===== config.mk =====
export PLATFORM = sky130hd
export DESIGN_NAME = matmul_ctrl
export DESIGN_NICKNAME = d
export VERILOG_FILES = /design/src/rtl/matmul_ctrl.sv
export SDC_FILE = /design/constraint.sdc
export NUM_CORES = 1
export LEC_CHECK = 0
export BUFFER_PORTS_ARGS = -buffer_cell sky130_fd_sc_hd__buf_2
export CORE_MARGIN = 2
export CORE_UTILIZATION = 45
export CTS_BUF_LIST = sky130_fd_sc_hd__clkbuf_16
export DETAILED_ROUTE_END_ITERATION = 8
export GPL_TIMING_DRIVEN = 0
export PLACE_DENSITY_LB_ADDON = 0.2
export SYNTH_ARGS = -nofsm -noshare
export SYNTH_HDL_FRONTEND = slang
export SYNTH_SLANG_ARGS = --single-unit

===== constraint.sdc =====
create_clock -name clk -period 6.25 [get_ports clk]
set_clock_uncertainty 0.15 [all_clocks]
set_input_delay 0.3125 -clock clk [delete_from_list [all_inputs] [get_ports clk]]
set_output_delay 0.3125 -clock clk [all_outputs]
set_load 0.005 [all_outputs]

===== src/rtl/matmul_ctrl.sv =====
// rtl/matmul_ctrl.sv - sequencing controller for a 4x4 matrix multiply datapath
module matmul_ctrl #(
    parameter int DW         = 18,
    parameter int N_OUT      = 16,
    parameter int MUL_CYCLES = 2,
    parameter int TIMEOUT    = 15
) (
    input  logic                  clk,
    input  logic                  reset,
    input  logic                  start,
    input  logic                  abort,
    output logic                  mul_en,
    output logic                  add_en,
    input  logic                  add_valid,
    input  logic [N_OUT*DW-1:0]   sum_in,
    output logic [DW-1:0]         res_data,
    output logic [3:0]            res_idx,
    output logic                  res_valid,
    input  logic                  res_ready,
    output logic                  busy,
    output logic                  done,
    output logic                  err
);

    typedef enum logic [2:0] {S_IDLE, S_MUL, S_ADD, S_SEND, S_DONE} state_t;

    localparam logic [7:0] MUL_LAST = 8'(MUL_CYCLES - 1);
    localparam logic [7:0] TO_LAST  = 8'(TIMEOUT - 1);
    localparam logic [3:0] IDX_LAST = 4'(N_OUT - 1);

    state_t        state;
    logic [7:0]    cnt;
    logic [DW-1:0] buffer [N_OUT];
    logic          capture;
    logic [3:0]    idx_next;

    assign capture  = (state == S_ADD) && add_valid && !abort;
    assign idx_next = res_idx + 4'd1;

    // Result buffer carries no reset; it is always written before SEND reads it.
    always_ff @(posedge clk) begin
        if (capture) begin
            for (int k = 0; k < N_OUT; k++) begin
                buffer[k] <= sum_in[k*DW +: DW];
            end
        end
    end

    always_ff @(posedge clk or posedge reset) begin
        if (reset) begin
            state     <= S_IDLE;
            cnt       <= '0;
            mul_en    <= 1'b0;
            add_en    <= 1'b0;
            res_valid <= 1'b0;
            res_data  <= '0;
            res_idx   <= '0;
            busy      <= 1'b0;
            done      <= 1'b0;
            err       <= 1'b0;
        end else if (abort && state != S_IDLE) begin
            state     <= S_IDLE;
            cnt       <= '0;
            mul_en    <= 1'b0;
            add_en    <= 1'b0;
            res_valid <= 1'b0;
            busy      <= 1'b0;
            done      <= 1'b0;
        end else begin
            case (state)
                S_IDLE: begin
                    done <= 1'b0;
                    if (start) begin
                        state  <= S_MUL;
                        cnt    <= '0;
                        mul_en <= 1'b1;
                        busy   <= 1'b1;
                        err    <= 1'b0;
                    end
                end
                S_MUL: begin
                    if (cnt == MUL_LAST) begin
                        state  <= S_ADD;
                        cnt    <= '0;
                        add_en <= 1'b1;
                    end else begin
                        cnt <= cnt + 8'd1;
                    end
                end
                S_ADD: begin
                    // A valid sum on the final timeout cycle still wins over the error.
                    if (add_valid) begin
                        state     <= S_SEND;
                        mul_en    <= 1'b0;
                        add_en    <= 1'b0;
                        res_valid <= 1'b1;
                        res_data  <= sum_in[DW-1:0];
                        res_idx   <= '0;
                    end else if (cnt == TO_LAST) begin
                        state  <= S_DONE;
                        mul_en <= 1'b0;
                        add_en <= 1'b0;
                        done   <= 1'b1;
                        err    <= 1'b1;
                    end else begin
                        cnt <= cnt + 8'd1;
                    end
                end
                S_SEND: begin
                    if (res_ready) begin
                        if (res_idx == IDX_LAST) begin
                            state     <= S_DONE;
                            res_valid <= 1'b0;
                            done      <= 1'b1;
                        end else begin
                            res_idx  <= idx_next;
                            res_data <= buffer[idx_next];
                        end
                    end
                end
                S_DONE: begin
                    state <= S_IDLE;
                    done  <= 1'b0;
                    busy  <= 1'b0;
                end
                default: begin
                    state <= S_IDLE;
                end
            endcase
        end
    end

endmodule


# Word-level counts from Yosys, hierarchy flattened
# Memories as Yosys holds them, arrays and structs flattened.
# Cells that the tools add are included.
# word_totals
reg_bits	39
ramBits	288
inputBits	294
out_inout_bits	28
wordCells	107
memories	1
# mem_list
memory	depth	width	rd	rd_clocked_by_memory_dff	wr	line_no	text
buffer	16	18	1	0	16	33	logic [DW-1:0] buffer [N_OUT];
# op_classes
add_sub_neg	2
eq_ne	22
n_mux	47
n_bitwise	1
n_reduce_logical	24
# op_table
cell	n
two-way mux 18 bit	3
two-way mux 8 bit	5
one-hot mux 18 bit (2 select lines)	1
one-hot mux 8 bit (3 select lines)	1
two-way mux 3 bit	7
AND reduction 5 bit	4
two-way mux 1 bit	19
!= test 3 bit (second input constant)	5
nonzero test 3 bit	5
two-way mux 4 bit	3
one-hot mux 3 bit (4 select lines)	1
!= test 2 bit (second input constant)	5
one-hot mux 1 bit (2 select lines)	5
adder 8 x 1 -> 8 bit (second input constant)	1
equality test 8 x 1 -> 1 bit (second input constant)	1
equality test 8 x 4 -> 1 bit (second input constant)	1
one-hot mux 4 bit (2 select lines)	1
AND reduction 4 bit	2
nonzero test 4 bit	2
equality test 3 x 2 -> 1 bit (second input constant)	2
!= test 3 x 2 -> 1 bit (second input constant)	2
AND reduction 3 bit	2
adder 4 x 1 -> 4 bit (second input constant)	1
equality test 4 bit (second input constant)	1
13 further kinds	16

# Depth between registers and ports, before layout
# Gate-level depths: netlist of the first run.
# depth
ltp_word	5
depth_mapped	10

# Worst setup path after synthesis of the first run
# No wires, ideal clock.
# synth_path
kind	reg2reg
from	reg state[0]
to	reg res_data[5]
setup_ns	0.099
arrival_ns	5.148
setup_slack_ns	0.853
path_stages_with_launch	9
n_path_buf	3
period_less_slack_ns	5.397
cell_sequence	dfrtp_1 > buf_2 > nor2_4 > nand3_1 > buf_2 > nor2_4 > buf_2 > a222oi_1 > o21ai_1
# synth_between
elab_chain_cells	4
word_cells_on_any_way	11
# synth_lines
item	line_no	text
start: declaration	31	state_t state;
start signal: assignment	51	state <= S_IDLE;
start signal: assignment	62	state <= S_IDLE;
start signal: assignment	74	state <= S_MUL;
branches (longest 4 deep; another with AND reduction 5 bit)	-	
end signal: assignment	97	res_data <= sum_in[DW-1:0];
end signal: assignment	117	res_data <= buffer[idx_next];
end: declaration	16	output logic [DW-1:0] res_data,
# Parallel ways; which one is timed is not known.
# A chain may end at the register's enable or synchronous reset.

# Worst setup path in the final report of the first run
# layout_path
from	reg res_idx[0]
to	reg res_data[6]
# layout_between
elab_chain_cells	5
word_cells_on_any_way	8
# layout_lines
item	line_no	text
start: declaration	17	output logic [3:0] res_idx,
start signal: assignment	116	res_idx <= idx_next;
adder 4 x 1 -> 4 bit	38	assign idx_next = res_idx + 4'd1;
memory (16 x 18 bit)	-	
two-way mux 18 bit	111	if (res_idx == IDX_LAST) begin
two-way mux 18 bit	110	if (res_ready) begin
one-hot mux 18 bit (2 select lines)	70	case (state)
# Several ways; a longest one is shown, not always the timed one. The select of a mux whose other input is x is not followed.

==> impl_metrics.ini, run 1 <==
[floorplanning]
dieArea_um2 = 30400
die_w_um = 174
die_y_um = 174
io_pins = 322
rows = 62
core_um2 = 28600
start_util_pct = 45.6

[sta]
post-route-min-period_ns = 3.24
worst_pin_slew_ns = 0.781
slew_headroom_pct = 47.6
fmax_ghz = 0.308
hold_viol = 0
finalMaxSlewViolations = 0
fin_hold_ws_ns = 0.0776
post-route-period-util_pct = 51.9
rsz0062_at_grt = no
final-setup-viol-count = 0
finalWorstSetupSlack_ns = 3.01

[global_routing]
grt-ovfl-total = 0
grt_start_max_net_pins = 125
grt_pass1_vias = 10421
use_met3_pct = 4.86
grt_use_total_pct = 25.3
busiest_layer = met2
grt_util_met1_pct = 30.8
antenna_found_initial = 0
grt_use_met2_pct = 45.3
grt_pass1_wl_mm = 58.0

[final_layout]
multi_input_comb_area_um2 = 3150
nets = 1687
seqCellArea_um2 = 9620
area_growth_pct = 47.4
layoutNonFillerInstCount = 1801
antenna_cells = 0
fill_cells = 1929
drive_above_1_share_pct = 33.6

[power]
p_comb_share_pct = 33.6
switching_power_uw = 2220
leakage_uw = 0.00737
p_int_uw = 4890
switching_share_pct = 31.3
p_per_area_nw_per_um2 = 370
ir_drop_mv = 0.253
seqPwrFrac_pct = 38.2
clkPwrFrac_pct = 28.2

[hold_path]
whs_path_depth = 3
worstHoldStart = abort
hp-class = primary input to flip-flop
worstHoldEndpoint = done$_DFFE_PP0P_

[critical_path]
critPathMaxStageDelay_ns = 0.56
reg2reg_setup_slack_ns = 3.01
crit_path_max_fanout = 10
critPathKind = flip-flop to flip-flop
cp_common_cell = buf_2
cp-start-kind = flip-flop
cpLargestDelayFamily = multiplexers
crit_required_ns = 6.48
r2r_end = res_data[6]$_DFFE_PP0P_
crit_path_cell_trace = ha_1 -> buf_2 -> xor2_2 -> buf_2 -> mux4_2 -> mux2_2 -> a222oi_1 -> o21ai_1
worst_setup_path_end_kind = flip-flop
cpMaxStageDelayCell = dfrtp_1
r2r-start = res_idx[0]$_DFFE_PP0P_
reg2reg_depth = 8
cp_num_buf_inv = 2
cp.arrival_ns = 3.48

[drt]
antenna_left = 0
wl_mm = 38.0
vias = 9431
routedWlPerCell_um = 21.1
first_pass_iters = 8
drc = 0
viasPerCell = 5.24
drtIter0Drc = 743

[yosys]
synth_edf_count = 288
postSynthCellCount = 737
yosysMostFrequentCell = edfxtp_1
ys_ff_latch = 327
synthFlopType = edfxtp_1
synth_area_um2 = 13000
synth.top_cell.area_share_pct = 66.3
synth_common_cells = edfxtp_1 (288), nand2_1 (78), nand3_1 (56), mux4_2 (50), dfrtp_1 (39)
async_flop_share_pct = 11.9
synth_area_leader_cell = edfxtp_1
yosysSeqAreaShare_pct = 73.8
yosysWarnings = 0
syn_avg_cell_area_um2 = 17.7
synth.area.top_cells = edfxtp_1 (66%), mux4_2 (8.6%), dfrtp_1 (7.5%)
synth.distinct_cells = 59
synth_nets = 1035

[cts]
clockBufferDepth = 3
cts_root_buf = clkbuf_16
cts_buffers = 36
post-cts-setup-buffer-count = 0
path_clk_slew_ns = 0.07
cts_sinks = 327
cts_tree = yes
ctsHtreeMaxLevel = 2
clock_latency_ns = 0.52

[place]
hpwl_mm = 24.1
numPortBuffers = 321
dp_slack_ns = 2.97
place_inst = 1445
gp_congestion = 0.832

[outcome]
status = finished, final reports clean

[job]
maxCapViolCount = 0
worst register-to-register path: stages (launching register included):
cell	delay, ns
dfrtp_1	0.56
ha_1	0.20
buf_2	0.18
xor2_2	0.53
buf_2	0.45
mux4_2	0.36
mux2_2	0.31
a222oi_1	0.26
o21ai_1	0.12
layer usage:
layer  vias to the layer above  share of wire (%)  wire (µm)
li1                       4258                  -          -
met1                      4664                 38      14500
met2                       424                 52      19900
met3                        85                6.5       2460
met4                         0                3.0       1160
met5                         -                  0          0
registers in the layout, summed over array words and instances (netlist names):
name,cells
err,1
res_data,18
done,1
add_en,1
res_idx,4
res_valid,1
buffer,288
busy,1
cnt,8
mul_en,1
state,3
power by group through the flow:
| stage | clock network (µW) | registers (µW) | logic, µW |
|---|---|---|---|
| after global routing | 2130 | 2730 | 2580 |
| final | 2010 | 2720 | 2390 |
| after CTS | 2020 | 2710 | 2430 |
| after global placement | 0 | 2770 | 2250 |
| after detailed placement | 0 | 2750 | 2280 |
| after floorplan | 0 | 2750 | 1460 |
cells by family (layout without fill, tap and decap cells):
| kind of cell | after synthesis | after routing | synth area share, % |
|---|---|---|---|
| buffers and inverters | 49 | 729 | 2.04 |
| xor gates and xnor gates | 3 | 3 | 0.259 |
| adders and majority gates | 4 | 4 | 0.384 |
| muxes | 75 | 75 | 11.5 |
| and+or+nand+nor | 186 | 186 | 6.93 |
| AOI/OAI and AO/OA | 93 | 93 | 5.11 |
| DFF | 327 | 327 | 73.8 |
per-stage QoR:
stage | power (µW) | TNS (ns) | util [%] | instance area, µm²
3_3_place_gp | 5030 | -154.39 | 52.8 | 15100
4_1_cts | 7160 | 0 | 67.1 | 19200
6_report | 7110 | 0 | 67.1 | 19200
5_1_grt | 7440 | 0 | 67.1 | 19200
3_5_place_dp | 5030 | 0 | 53.1 | 15200
2_1_floorplan | 4210 | 0 | - | 13000
how the worst max path moves through the flow:
stage	slack (ns)	endpoint	cells past startpoint	start
global route	2.78	res_data[7]$_DFFE_PP0P_	8	res_idx[0]$_DFFE_PP0P_
CTS	2.97	res_data[7]$_DFFE_PP0P_	8	res_idx[0]$_DFFE_PP0P_
finish	3.01	res_data[6]$_DFFE_PP0P_	8	res_idx[0]$_DFFE_PP0P_
floorplan	0.85	res_data[5]$_DFFE_PP0P_	8	state[0]$_DFFE_PP0P_
detailed placement	2.97	res_data[7]$_DFFE_PP0P_	8	res_idx[0]$_DFFE_PP0P_
global placement	-0.75	res_data[7]$_DFFE_PP0P_	8	state[0]$_DFFE_PP0P_
cells in the final DEF (no fill, tap or decap), drive strengths merged, types with 3 or more instances in the layout:
master | synthesis | layout
nor2 | 14 | 14
buf | 29 | 353
o21ai | 39 | 39
dfrtp | 39 | 39
mux4 | 56 | 56
a21oi | 8 | 8
nand2 | 78 | 78
a31oi | 3 | 3
edfxtp | 288 | 288
dlygate4sd3 | 0 | 290
a222oi | 17 | 17
ha | 4 | 4
nand3 | 56 | 56
nor2b | 20 | 20
mux2 | 17 | 17
nand4 | 5 | 5
inv | 8 | 22
o211ai | 4 | 4
clkbuf | 12 | 49
clkinv | 0 | 13
area by class of cell:
class	instances	share of cell area, %
inverter	8	0.156
multi-input combinational	361	16.4
clock inverter	29	0.931
buffer	41	1.28
timing repair buffer	614	23.9
clock buffer	37	4.82
sequential	327	50.1
tap	384	2.50
timing repair:
item	CTS	global route
hold buffers	290	0
gates resized for setup	0	0
hold endpoints to repair	346	0
No activity file was read; power rests on OpenSTA's default activity.
==> inputs of run 2 (changes only) <==
==> constraint.sdc (replaced) <==
create_clock -name clk -period 3.38 [get_ports clk]
set_clock_uncertainty 0.15 [all_clocks]
set_input_delay 0.169 -clock clk [delete_from_list [all_inputs] [get_ports clk]]
set_output_delay 0.169 -clock clk [all_outputs]
set_load 0.005 [all_outputs]
==> impl_metrics.ini, run 2 (synthesis results as in run 1) <==
[critical_path]
critPathKind = flip-flop to flip-flop
cp.arrival_ns = 3.11
startpoint = state[0]$_DFFE_PP0P_
cp-start-kind = flip-flop
crit_required_ns = 3.36
r2r-start = state[0]$_DFFE_PP0P_
worst_setup_path_end_kind = flip-flop
reg2reg_setup_slack_ns = 0.26
crit_path_max_fanout = 107

[drt]
first_pass_iters = 5
wl_mm = 37.8
drc = 0
vias = 9383
routedWlPerCell_um = 20.9
drtIter0Drc = 741
antenna_left = 0
viasPerCell = 5.19

[place]
gp_congestion = 0.813
place_inst = 1445
numPortBuffers = 321
dp_slack_ns = 0.0916
hpwl_mm = 23.9

[power]
total_power_uw = 13200
leakage_uw = 0.00737
ir_drop_mv = 0.444
p_per_area_nw_per_um2 = 686

[final_layout]
seqCellArea_um2 = 9620
layoutNonFillerInstCount = 1809
largest_register_ffs = 288
reg_top3 = buffer (288), res_data (18), cnt (8)
multi_input_comb_area_um2 = 3160
fill_cells = 1956
final_common_cell = buf_2
nets = 1691
regMostFlops = buffer
final_cell_mix = buf_2 (338), dlygate4sd3_1 (293), edfxtp_1 (288), nand2_1 (78), nand3_1 (56)
drive_above_1_share_pct = 33.9
area_growth_pct = 48.0

[floorplanning]
rows = 62
core_um2 = 28600
io_pins = 322
die_w_um = 174
dieArea_um2 = 30400
die_y_um = 174
start_util_pct = 45.6

[cts]
clockBufferDepth = 3
path_clk_slew_ns = 0.06
ctsHtreeMaxLevel = 2
cts_tree = yes
clock_latency_ns = 0.51
cts_root_buf = clkbuf_16
post-cts-setup-buffer-count = 0
cts_sinks = 327
cts_buffers = 37

[sta]
fmax_ghz = 0.320
hold_viol = 0
worst_pin_slew_ns = 0.939
post-route-period-util_pct = 92.4
rsz0062_at_grt = no
post-route-min-period_ns = 3.12
slew_headroom_pct = 36.9
finalWorstSetupSlack_ns = 0.258
finalMaxSlewViolations = 0
final-setup-viol-count = 0

[global_routing]
antenna_found_initial = 8
grt_pass1_vias = 10277
grt_use_total_pct = 25.0
grt-ovfl-total = 0
grt_start_max_net_pins = 108
grt_pass1_wl_mm = 57.2

[job]
maxCapViolCount = 0

[outcome]
status = finished, final reports clean

[hold_path]
hp-class = primary input to flip-flop
worstHoldStart = add_valid
-- run 2: worst max-delay path, cell delays in order (launching register included) --
cell and delay (ns):
dfrtp_1 0.35, buf_2 0.17, nor2_4 0.20, nand3_1 0.17, buf_2 0.24, nor2_4 0.32, buf_8 0.58, buf_16 0.46
-- run 2: layer usage --
layer / vias up / share of wire, % / global-route usage (%)
met5: - / 0 / 0
met3: 70 / 6.6 / 4.97
met1: 4632 / 38 / 30.8
met2: 410 / 52 / 44.1
li1: 4271 / - / -
met4: 0 / 2.9 / 8.30
-- run 2: final timing paths --
kind | end | depth (start not counted)
max in group asynchronous | done$_DFFE_PP0P_ | 5
min | cnt[3]$_DFFE_PP0P_ | 4
max | buffer[1][4]$_DFFE_PP_ | 7
min in group asynchronous | res_valid$_DFFE_PP0P_ | 4
min reg2reg | cnt[7]$_DFFE_PP0P_ | 1
max reg2reg | buffer[1][4]$_DFFE_PP_ | 7
-- run 2: final cells by class --
cell class	instances	share of cell area, %
Clock buffer	37	4.80
Inverter	8	0.156
Tap cell	384	2.49
Antenna cell	8	0.104
Sequential cell	327	49.9
Buffer	41	1.28
Clock inverter	26	1.02
Timing Repair Buffer	617	23.9
Multi-Input combinational cell	361	16.4
-- run 2: timing repair --
action,4_1_cts,5_1_grt
endpoints found under the hold margin,350,0
resized for setup,0,1
endpoints found under the setup margin,0,6
hold buffers,293,0
-- run 2: through the flow --
step | instance area (µm²) | setup TNS (ns) | hold slack, ns | util (%)
3_3_place_gp | 15100 | -173.92 | 0.196 | 52.9
4_1_cts | 19300 | 0 | 0.0336 | 67.3
3_5_place_dp | 15200 | 0 | -0.0457 | 53.1
2_1_floorplan | 13000 | 0 | 0.118 | -
6_report | 19300 | 0 | 0.0565 | 67.4
5_1_grt | 19300 | 0 | 0.0758 | 67.4
-- run 2: power by group --
| part | internal, µW | switching (µW) | leakage, µW |
|---|---|---|---|
| logic | 2090 | 2360 | 0.00369 |
| clock network | 2210 | 1570 | 0.000569 |
| registers | 4820 | 197 | 0.00311 |
| total | 9120 | 4120 | 0.00737 |
==> inputs of run 3 (changes only) <==
--- a/config.mk
+++ b/config.mk
@@ -12,6 +12,8 @@
 export DETAILED_ROUTE_END_ITERATION = 8
 export GPL_TIMING_DRIVEN = 0
 export PLACE_DENSITY_LB_ADDON = 0.2
+export RECOVER_POWER = 50
 export SYNTH_ARGS = -nofsm -noshare
 export SYNTH_HDL_FRONTEND = slang
 export SYNTH_SLANG_ARGS = --single-unit
+export TNS_END_PERCENT = 30
==> impl_metrics.ini, run 3 (synthesis results as in run 1) <==
[critical_path]
crit_end = buffer[1][4]$_DFFE_PP_
worstSetupPathDepth = 7
startpoint = state[0]$_DFFE_PP0P_
cp.arrival_ns = 3.11
critPathMaxStageDelay_ns = 0.59
reg2reg_setup_slack_ns = 0.26
crit_path_max_fanout = 107
reg2reg_depth = 7
cp_num_buf_inv = 4
r2r_end = buffer[1][4]$_DFFE_PP_
crit_path_cell_trace = buf_2 -> nor2_4 -> nand3_1 -> buf_2 -> nor2_4 -> buf_8 -> buf_16
cpMaxStageDelayCell = buf_8
worst_setup_path_end_kind = flip-flop
r2r-start = state[0]$_DFFE_PP0P_
cpLargestDelayFamily = buffers and inverters
crit_required_ns = 3.37
critPathKind = flip-flop to flip-flop
cp-start-kind = flip-flop

[floorplanning]
dieArea_um2 = 30400
rows = 62
die_y_um = 174
start_util_pct = 45.6
die_w_um = 174
io_pins = 322
core_um2 = 28600

[place]
numPortBuffers = 321
dp_slack_ns = 0.0916
place_inst = 1445
hpwl_mm = 23.9
gp_congestion = 0.813
dpl-instance-area_um2 = 15200

[power]
p_per_area_nw_per_um2 = 688
ir_drop_mv = 0.443
leakage_uw = 0.00724

[final_layout]
fill_cells = 1970
final_common_cell = dlygate4sd3_1
stdcell_area_um2 = 19200
area_growth_pct = 47.5
multi_input_comb_area_um2 = 3160
layoutNonFillerInstCount = 1809
drive_above_1_share_pct = 30.4
nets = 1691
seqCellArea_um2 = 9620
reg_top3 = buffer (288), res_data (18), cnt (8)
largest_register_ffs = 288
regMostFlops = buffer
final_cell_mix = dlygate4sd3_1 (293), buf_2 (291), edfxtp_1 (288), nand2_1 (78), clkbuf_1 (59)

[global_routing]
antenna_found_initial = 8
grt_use_total_pct = 25.0
grt-ovfl-total = 0
grt_pass1_vias = 10277
grt_pass1_wl_mm = 57.2
grt_start_max_net_pins = 108

[cts]
cts_sinks = 327
clock_latency_ns = 0.51
path_clk_slew_ns = 0.06
cts_tree = yes
ctsHtreeMaxLevel = 2
clockBufferDepth = 3
cts_root_buf = clkbuf_16
cts_buffers = 37

[sta]
post-route-period-util_pct = 92.4
finalMaxSlewViolations = 32
final-setup-viol-count = 0
worst_pin_slew_ns = 1.64
fin_hold_ws_ns = 0.0643
fmax_ghz = 0.320
hold_viol = 0
rsz0062_at_grt = no
post-route-min-period_ns = 3.12
slew_headroom_pct = -9.60
finalWorstSetupSlack_ns = 0.256

[outcome]
violations = capacitance limit, slew limit
status = finished with violations

[drt]
drc = 0
viasPerCell = 5.19
routedWlPerCell_um = 20.9
wl_mm = 37.8
vias = 9390
first_pass_iters = 7
antenna_left = 0
drtIter0Drc = 743

[hold_path]
hp-class = primary input to flip-flop

[job]
maxCapViolCount = 1
## run 3: metal layers
layer,vias to the layer above,part of all wire [%],GRT usage [%]
met4,0,2.8,8.30
met2,390,52,44.1
li1,4276,-,-
met5,-,0,0
met1,4662,39,30.8
met3,62,6.1,4.97
## run 3: worst register-to-register path: stages, from the launching register on
cell and delay, ns:
dfrtp_1 0.35, buf_2 0.17, nor2_4 0.20, nand3_1 0.17
buf_2 0.23, nor2_4 0.33, buf_8 0.60, buf_16 0.49
## run 3: cell type report
type	count	share of cell area, %
clock inverter	26	1.02
multi-input combinational	361	16.4
clock buffer	37	4.81
antenna	8	0.104
inverter	8	0.156
buffer	41	1.28
tap	384	2.50
timing repair buffer	617	23.7
sequential	327	50.0
## run 3: through the flow
step / power, µW / utilization (%) / TNS (ns)
after floorplan: 7770 / - / 0
after global placement: 9230 / 52.9 / -173.92
after detailed placement: 9280 / 53.1 / 0
after CTS: 13300 / 67.3 / 0
after global routing: 13900 / 67.2 / 0
final: 13200 / 67.2 / 0
## run 3: timing repair
action	CTS	global route
endpoints found under the hold margin	350	0
endpoints found under the setup margin	0	6
resized for setup	0	1
hold buffers	293	0
setup buffers	0	0
## run 3: report_power, final
group / switching, µW / leakage (µW) / internal (µW)
registers: 198 / 0.00311 / 4820
clock network: 1570 / 0.000569 / 2210
logic: 2360 / 0.00356 / 2070
## run 3: worst min-delay path by stage
stage / start / endpoint / slack, ns / depth (start not counted)
after global placement: sum_in[125] / buffer[6][17]$_DFFE_PP_ / 0.20 / 1
after global routing: add_valid / cnt[3]$_DFFE_PP0P_ / 0.08 / 4
final: add_valid / cnt[3]$_DFFE_PP0P_ / 0.06 / 4
after floorplan: sum_in[0] / buffer[0][0]$_DFFE_PP_ / 0.12 / 0
after CTS: add_valid / cnt[3]$_DFFE_PP0P_ / 0.03 / 4
after detailed placement: reset / mul_en$_DFFE_PP0P_ / -0.05 / 2
